### src/rtl/rif_mailbox.sv
// CSR slave on the rif_* bus fronting a host->core TX mailbox FIFO and a core->host RX mailbox FIFO.
// Optional interrupt registers (IRQ_STAT/IRQ_MASK, irq) are built when RIF_MAILBOX_IRQ_EN is defined.

module rif_mailbox_fifo #(
    parameter int W     = 32,
    parameter int DEPTH = 4
) (
    input  logic                       HCLK,
    input  logic                       HRESET,
    input  logic                       push,
    input  logic                       pop,
    input  logic                       flush,
    input  logic [W-1:0]               wdata,
    output logic [W-1:0]               head,
    output logic                       empty,
    output logic                       full,
    output logic [$clog2(DEPTH):0]     level
);
    localparam int AW = $clog2(DEPTH);

    logic [W-1:0]  mem [DEPTH];
    logic [AW-1:0] wp, rp;
    logic [AW:0]   lvl;
    logic          do_push, do_pop;

    assign empty   = (lvl == '0);
    assign full    = (lvl == (AW+1)'(DEPTH));
    assign do_push = push & ~full;
    assign do_pop  = pop & ~empty;
    assign head    = mem[rp];
    assign level   = lvl;

    // Full/empty are pre-edge, so a push into a full FIFO is refused even if a pop also happens.
    always_ff @(posedge HCLK) begin
        if (HRESET || flush) begin
            wp  <= '0;
            rp  <= '0;
            lvl <= '0;
        end else begin
            if (do_push) wp <= wp + 1'b1;
            if (do_pop)  rp <= rp + 1'b1;
            lvl <= lvl + (AW+1)'(do_push) - (AW+1)'(do_pop);
        end
    end

    always_ff @(posedge HCLK) begin
        if (do_push) mem[wp] <= wdata;
    end
endmodule

module rif_mailbox #(
    parameter int                    ADDR_WIDTH = 12,
    parameter int                    DATA_WIDTH = 32,
    parameter int                    BYTE_COUNT = DATA_WIDTH/8,
    parameter int                    FIFO_DEPTH = 4,
    parameter logic [ADDR_WIDTH-1:0] BASE_ADDR  = '0
) (
    input  logic                  HCLK,
    input  logic                  HRESET,
    input  logic [ADDR_WIDTH-1:0] rif_addr,
    output logic                  rif_addr_valid,
    input  logic                  rif_wr_req,
    input  logic                  rif_rd_req,
    input  logic [BYTE_COUNT-1:0] rif_wstrb,
    input  logic [DATA_WIDTH-1:0] rif_wdata,
    output logic [DATA_WIDTH-1:0] rif_rdata,
    output logic                  tx_valid,
    input  logic                  tx_ready,
    output logic [DATA_WIDTH-1:0] tx_data,
    input  logic                  rx_valid,
    output logic                  rx_ready,
    input  logic [DATA_WIDTH-1:0] rx_data,
    output logic                  irq
);
    localparam int LSB = $clog2(BYTE_COUNT);
    localparam int LW  = $clog2(FIFO_DEPTH) + 1;

    typedef struct packed {
        logic ctrl;
        logic txdata;
        logic cmd;
        logic irq_stat;
        logic irq_mask;
        logic scratch;
    } wr_dec_t;

    logic [2:0]            k;
    logic                  in_win, reg_ok;
    wr_dec_t               we;
    logic [1:0]            ctrl;
    logic [DATA_WIDTH-1:0] scratch;
    logic [2:0]            irq_stat, irq_mask;

    logic                  tx_push, tx_pop, tx_flush, tx_empty, tx_full;
    logic                  rx_push, rx_pop, rx_flush, rx_empty, rx_full;
    logic [DATA_WIDTH-1:0] rx_head;
    logic [LW-1:0]         tx_lvl, rx_lvl;
    logic                  tx_ovf_ev, rx_unf_ev;
    logic                  unused_ok;

    // BASE_ADDR is aligned to the 8-register window, so the upper bits alone select it.
    assign k      = rif_addr[LSB+2:LSB];
    assign in_win = (rif_addr[ADDR_WIDTH-1:LSB+3] == BASE_ADDR[ADDR_WIDTH-1:LSB+3]);

    always_comb begin
        reg_ok = 1'b1;
`ifndef RIF_MAILBOX_IRQ_EN
        if (k == 3'd5 || k == 3'd6) reg_ok = 1'b0;
`endif
    end

    assign rif_addr_valid = in_win & reg_ok;

    always_comb begin
        we          = '0;
        we.ctrl     = rif_wr_req & rif_addr_valid & (k == 3'd0);
        we.txdata   = rif_wr_req & rif_addr_valid & (k == 3'd2);
        we.cmd      = rif_wr_req & rif_addr_valid & (k == 3'd4);
        we.irq_stat = rif_wr_req & rif_addr_valid & (k == 3'd5);
        we.irq_mask = rif_wr_req & rif_addr_valid & (k == 3'd6);
        we.scratch  = rif_wr_req & rif_addr_valid & (k == 3'd7);
    end

    always_ff @(posedge HCLK) begin
        if (HRESET)                       ctrl <= '0;
        else if (we.ctrl && rif_wstrb[0]) ctrl <= rif_wdata[1:0];
    end

    for (genvar b = 0; b < BYTE_COUNT; b++) begin : g_scratch
        always_ff @(posedge HCLK) begin
            if (HRESET)                        scratch[b*8 +: 8] <= '0;
            else if (we.scratch && rif_wstrb[b]) scratch[b*8 +: 8] <= rif_wdata[b*8 +: 8];
        end
    end

    assign tx_push  = we.txdata & (|rif_wstrb);
    assign tx_pop   = tx_valid & tx_ready;
    assign tx_flush = we.cmd & rif_wdata[1];
    assign rx_push  = rx_valid & rx_ready;
    assign rx_pop   = we.cmd & rif_wdata[0];
    assign rx_flush = we.cmd & rif_wdata[2];

    rif_mailbox_fifo #(.W(DATA_WIDTH), .DEPTH(FIFO_DEPTH)) u_tx (
        .HCLK(HCLK), .HRESET(HRESET), .push(tx_push), .pop(tx_pop), .flush(tx_flush),
        .wdata(rif_wdata), .head(tx_data), .empty(tx_empty), .full(tx_full), .level(tx_lvl)
    );

    rif_mailbox_fifo #(.W(DATA_WIDTH), .DEPTH(FIFO_DEPTH)) u_rx (
        .HCLK(HCLK), .HRESET(HRESET), .push(rx_push), .pop(rx_pop), .flush(rx_flush),
        .wdata(rx_data), .head(rx_head), .empty(rx_empty), .full(rx_full), .level(rx_lvl)
    );

    assign tx_valid = ctrl[0] & ~tx_empty;
    assign rx_ready = ctrl[1] & ~rx_full;

    // A flush in the same cycle suppresses the error it would otherwise mask.
    assign tx_ovf_ev = tx_push & tx_full & ~tx_flush;
    assign rx_unf_ev = rx_pop & rx_empty & ~rx_flush;

`ifdef RIF_MAILBOX_IRQ_EN
    always_ff @(posedge HCLK) begin
        if (HRESET) begin
            irq_stat <= '0;
            irq_mask <= '0;
        end else begin
            irq_stat <= (irq_stat & ~({3{we.irq_stat}} & rif_wdata[2:0]))
                      | {rx_unf_ev, tx_ovf_ev, rx_push};
            if (we.irq_mask) irq_mask <= rif_wdata[2:0];
        end
    end
    assign irq = |(irq_stat & irq_mask);
`else
    assign irq_stat = '0;
    assign irq_mask = '0;
    assign irq      = 1'b0;
`endif

    always_comb begin
        rif_rdata = '0;
        if (rif_addr_valid) begin
            case (k)
                3'd0: rif_rdata[1:0]  = ctrl;
                3'd1: rif_rdata[23:0] = {8'(rx_lvl), 8'(tx_lvl), 4'b0,
                                         rx_full, rx_empty, tx_full, tx_empty};
                3'd3: if (!rx_empty) rif_rdata = rx_head;
                3'd5: rif_rdata[2:0]  = irq_stat;
                3'd6: rif_rdata[2:0]  = irq_mask;
                3'd7: rif_rdata       = scratch;
                default: rif_rdata    = '0;
            endcase
        end
    end

    // Reads are side-effect free, so the read strobe and sub-word address bits are not needed.
    assign unused_ok = ^{rif_rd_req, rif_addr[LSB-1:0], tx_ovf_ev, rx_unf_ev,
                         we.irq_stat, we.irq_mask};
endmodule

### config.mk
export PLATFORM = sky130hd
export DESIGN_NAME = rif_mailbox
export DESIGN_NICKNAME = d
export VERILOG_FILES = /design/src/rtl/rif_mailbox.sv
export SDC_FILE = /design/constraint.sdc
export NUM_CORES = 1
export LEC_CHECK = 0
export CORE_MARGIN = 8
export CORE_UTILIZATION = 23
export CTS_BUF_LIST = sky130_fd_sc_hd__clkbuf_8
export DETAILED_ROUTE_END_ITERATION = 8
export RECOVER_POWER = 25
export SLEW_MARGIN = 20
export SYNTH_ARGS = -nofsm -noshare
export SYNTH_HDL_FRONTEND = slang
export SYNTH_SLANG_ARGS = --single-unit
export TNS_END_PERCENT = 1
### constraint.sdc
create_clock -name HCLK -period 3.7 [get_ports HCLK]
set_input_delay 0.74 -clock HCLK [delete_from_list [all_inputs] [get_ports HCLK]]
set_output_delay 0.74 -clock HCLK [all_outputs]
set_load 0.05 [all_outputs]
# ---- Word-level counts from Yosys, hierarchy flattened
# Memories as Yosys holds them, arrays and structs flattened. A register that Yosys moved wholly into a read port is not among the register bits.
# Index checks and enable logic that the tools add are counted.
dict set report op_classes {
  n_reduce_logical 13
  add_sub_neg 8
  eq_ne 9
  n_mux 15
  bitwise 22
}
# op n
set ops {}
lappend ops {{32-bit 2-to-1 mux} 2}
lappend ops {{21-bit case mux with 3 select lines} 1}
lappend ops {{1-bit bitwise AND} 18}
lappend ops {{3-bit equality test (second input constant)} 6}
lappend ops {{8-bit case mux with 2 select lines} 1}
lappend ops {{3-bit logical NOT} 3}
lappend ops {{2-bit by 1-bit adder with 2-bit output (second input constant)} 4}
lappend ops {{2-bit 2-to-1 mux} 4}
lappend ops {{2-bit case mux with 4 select lines} 1}
lappend ops {{7-bit logical NOT} 1}
lappend ops {{3-bit by 1-bit adder with 3-bit output} 2}
lappend ops {{3-bit by 2-bit equality test with 1-bit output (second input constant)} 2}
lappend ops {{3-bit by 1-bit subtractor with 3-bit output} 2}
lappend ops {{1-bit logical AND} 5}
lappend ops {{1-bit 2-to-1 mux} 5}
lappend ops {{1-bit NOT} 4}
lappend ops {{4-bit OR reduction} 1}
lappend ops {{3-bit by 1-bit equality test with 1-bit output (second input constant)} 1}
lappend ops {{1-bit logical OR} 3}
lappend ops {{1-bit case mux with 3 select lines} 1}
dict set report totals {
  elab_cells 80
  register_bits 48
  ram_bits 256
  memories 2
}
# name words width rd rd_clocked_by_memory_dff write_ports line
set mem_list {}
lappend mem_list {u_rx.mem 4 32 1 1 1 21} ;# logic [W-1:0] mem [DEPTH];
lappend mem_list {u_tx.mem 4 32 1 1 1 21}

# ---- Logic depth before layout (Yosys ltp)
dict set report logic_depth {
  word_depth 10
  depth_mapped 11
  mapped_depth_nobuf 10
}

# ---- Modules after synthesis
# A second synthesis with hierarchy kept.
dict set report hier_totals {
  cells_unflattened 732
  area_unflattened_um2 12577.1
}
# mod seq_area_each_um2 cells_each area_per_inst_um2 n_inst
set by_module_without_submodules {}
lappend by_module_without_submodules {{rif_mailbox_fifo (u_tx)} 4023.9 217 5102.4 1}
lappend by_module_without_submodules {{rif_mailbox_fifo (u_rx)} 4023.9 217 5089.9 1}
lappend by_module_without_submodules {rif_mailbox 680.7 298 2384.8 1}

# ---- Worst setup path before layout
# No wires, ideal clock.
dict set report synth_path {
  path_kind {input-to-output}
  from {in rif_addr[3]}
  to {out rif_rdata[3]}
  stages 6
  arrival_time_ps 2646
  slack_ps 314
  path_buffers 3
  required_ps 2960
  path_cell_list {buf_2 and3_1 clkbuf_1 clkbuf_1 nand2_1 a31oi_1}
}
dict set report synth_between {
  elab_chain_cells 5
}
# element line
set synth_rtl {}
lappend synth_rtl {{from (decl)} 60} ;# input logic [ADDR_WIDTH-1:0] rif_addr,
lappend synth_rtl {{3-bit equality test} -}
lappend synth_rtl {{1-bit logical OR} 108} ;# if (k == 3'd5 || k == 3'd6) reg_ok = 1'b0;
lappend synth_rtl {{1-bit 2-to-1 mux} 108}
lappend synth_rtl {{1-bit bitwise AND} 112} ;# assign rif_addr_valid = in_win & reg_ok;
lappend synth_rtl {{32-bit 2-to-1 mux (*)} 180} ;# if (rif_addr_valid) begin
lappend synth_rtl {{to (decl)} 66} ;# output logic [DATA_WIDTH-1:0] rif_rdata,
# Every way passes the cells marked *; elsewhere a longest branch is shown, timed or not.

# ---- Worst setup path in the final report
dict set report layout_path {
  from {in rif_addr[6]}
  to {out rif_rdata[25]}
}
dict set report layout_between {
  elab_chain_cells 3
}
# element line
set layout_rtl {}
lappend layout_rtl {{7-bit logical NOT} 103} ;# assign in_win = (rif_addr[ADDR_WIDTH-1:LSB+3] == BASE_ADDR[ADDR_WIDTH-1:LSB+3]);
lappend layout_rtl {{1-bit bitwise AND} 112}
lappend layout_rtl {{32-bit 2-to-1 mux} 180}
# Every way passes these cells.

==> results.ini <==
[status]
outcome=finished, final reports clean

[floorplanning]
initial_core_util_pct=23.16
std_cell_rows=84
core-area_um2=52340
die_height_um=245.6
dieArea_um2=60320
io_pins=154
die_x_um=245.6

[worst_hold_path]
worst_hold_startpoint=scratch[1]
holdCritPathClass=reg2reg

[detailed_routing]
wl_met1_um=13620
wl_per_cell_um=19.17
dr_wl_met3_um=2650
first_pass_iters=4
drt_iter0_markers=361
routed.top_layer=met5
met2_length_um=14210
drc=0
via_count=6773
avgViaCountPerCell=4.165
ant_nets=0
finalWirelength_um=31180

[sta]
period_share_pct=95.62
relSlewSlack_pct=59.09
worst_pin_slew_ns=0.6081
hold_ws_ns=0.5057
finalClockSkew_ns=0.05113
fin_setup_tns_ns=0
finalHoldViolCount=0
setup_viol=0
slew_viol_final=0
min_period_ns=3.538
max_clock_freq_ghz=0.2826
rsz0062_at_grt=false

[clock_network]
clk_latency_ns=0.63
path_clk_slew_ns=0.06
cts_buffer_depth=3
cts_buffers=53
cts_sinks=308
htree_levels=2
tritoncts=yes
cts_root_buf=clkbuf_8
cts_setup_buffers=0

[final_layout]
layout_commonest_cell=edfxtp_1
fin_cells=1626
final_util_pct=30.86
fillers=5136
final_cell_mix=edfxtp_1 (256), nor2_1 (75), clkdlybuf4s50_1 (73)
drive_gt1_share_pct=25.32
finalNetCount=991
area_growth_pct=33.24

[power_and_ir_drop]
p_total_mw=6.872
leakagePower_nw=5.476
power.density_nw_per_um2=425.4
ir_drop_mv=0.2260

[logic_synthesis]
synth-edff-count=256
synth_top_family_by_area=multiplexers
postSynthCellCount=671
syn-num-nets=771
yosysSeqAreaShare_pct=71.99
synth.area.mux_share_pct=15.05
ys_async_sr_fraction_pct=0
synth_top_area_share_pct=63.41
synth_fa_ha_area_share_pct=1.569
yosysTopAreaCell=edfxtp_1
ys.flop_type=edfxtp_1
syn_area_um2=12120
synth_compound_area_share_pct=3.261
avgSynthCellArea_um2=18.07
yosys_warnings=0
synth-seq-cells=308
synth-simple-area-share_pct=5.882
synth_cell_type_count=47
synth-xor-area-share_pct=0.5779
synthTopCellsByArea=edfxtp_1 (63%), mux4_2 (12%), dfxtp_1 (8.6%), mux2i_1 (3.0%), nor2_1 (2.3%)

[worst_setup_path]
path_class=in2out
arrival_ns=2.80
critPathRequiredTime_ns=2.96
worst-path-max-fanout=6
reg2reg_from=u_rx.level[1]
cp-end-kind=primary output
worst_setup_path_start_kind=input pin
startpoint=rif_addr[6]

[grt]
grt_pass1_wl_um=45570
grt_pass1_vias=6958
antenna_found_initial=17
grt-ovfl-total=0
grt_max_degree=41
globalRouteTotalUtil_pct=10.17

[placed_design]
io_buffers=149
dp_hpwl_um=21830
place_inst=1524
gp_congestion=0.7485

[run]
drv_cap=0

## metal layers
layer | up-vias | GRT usage, %
met4 | 18 | 2.735
met1 | 3382 | 12.99
li1 | 3125 | -
met2 | 191 | 15.57
met3 | 57 | 4.464
met5 | - | 0
## kinds of logic (layout without fill, tap and decap cells)
family,after synthesis,count (layout)
compound gates,55,55
xor+xnor,8,8
mux,102,102
buf+inv,47,308
fa+ha+maj,14,14
simple gates,136,136
flops,308,308
other cells,1,7
## power by group
part / switching [mW] / internal [mW]
sequential: 0.000107 / 3.75
combinational: 0.101 / 0.0925
clock: 1.37 / 1.56
total: 1.47 / 5.40
## per-stage QoR
step | instance area (um^2) | setup slack (ns)
final | 16150 | 0.1620
after global routing | 16140 | 0.03173
after CTS | 16130 | 0.04325
after detailed placement | 15130 | 0.06133
after global placement | 15130 | 0.05016
after floorplan | 12120 | 0.3138
## sequential cells by signal, summed over array words and instances, names as in the netlist, named ones only
name,cells
u_tx.level,3
u_tx.mem,128
u_rx.wp,2
u_tx.rp,2
ctrl,2
u_rx.rp,2
u_tx.wp,2
u_rx.level,3
scratch,32
u_rx.mem,128
## area by class of cell
| type | count | area, um^2 | area share (%) |
|---|---|---|---|
| diodes | 6 | 15.01 | 0.09294 |
| clock buffers | 53 | 729.5 | 4.516 |
| clock inverters | 43 | 272.8 | 1.688 |
| inverters | 13 | 48.80 | 0.3021 |
| multi-input cells | 316 | 3202 | 19.82 |
| flip-flops and latches | 308 | 8736 | 54.08 |
| well taps | 688 | 860.8 | 5.329 |
| repair buffers | 199 | 2290 | 14.17 |
## timing repair
action | CTS | global route
endpoints found under the setup margin | 0 | 3
hold buffers | 0 | 0
resized for setup | 0 | 2
## path summary, 6_finish.rpt
kind	end	slack, ns	cells after the start
worst max-delay path	rif_rdata[25]	0.16	8
worst min-delay path	scratch[1]	0.51	2
worst max register to register	u_rx.level[2]	1.28	9
worst min register to register	scratch[1]	0.51	2
## synthesized netlist by cell type, types with 2 or more instances
cell and count:
a21oi_1 8, and2_1 9, or3b_2 2, or4_4 2, fa_1 2, buf_2 7
nor2_1 75, mux4_2 64, mux2_2 2, mux2i_1 36, nand2_1 9, a31oi_1 2
buf_1 3, nor4_1 4, nor4b_1 2, xnor2_1 5, o21ai_0 3, inv_1 13
xor2_1 3, nand3_1 5, edfxtp_1 256, nand4_2 4, nor3_1 5, and3_1 6
nor3b_1 2, nand2b_1 2, dfxtp_1 52, ha_1 12, a22oi_1 31, a22o_1 7
clkbuf_1 22
## critical path, cell delays in order
cell             delay, ns
clkdlybuf4s50_1       0.42
or4_4                 0.58
nor4_4                0.17
buf_4                 0.19
nand2_1               0.23
nor2_1                0.18
buf_4                 0.15
buf_12                0.13
(Power assumes the default switching activity.)
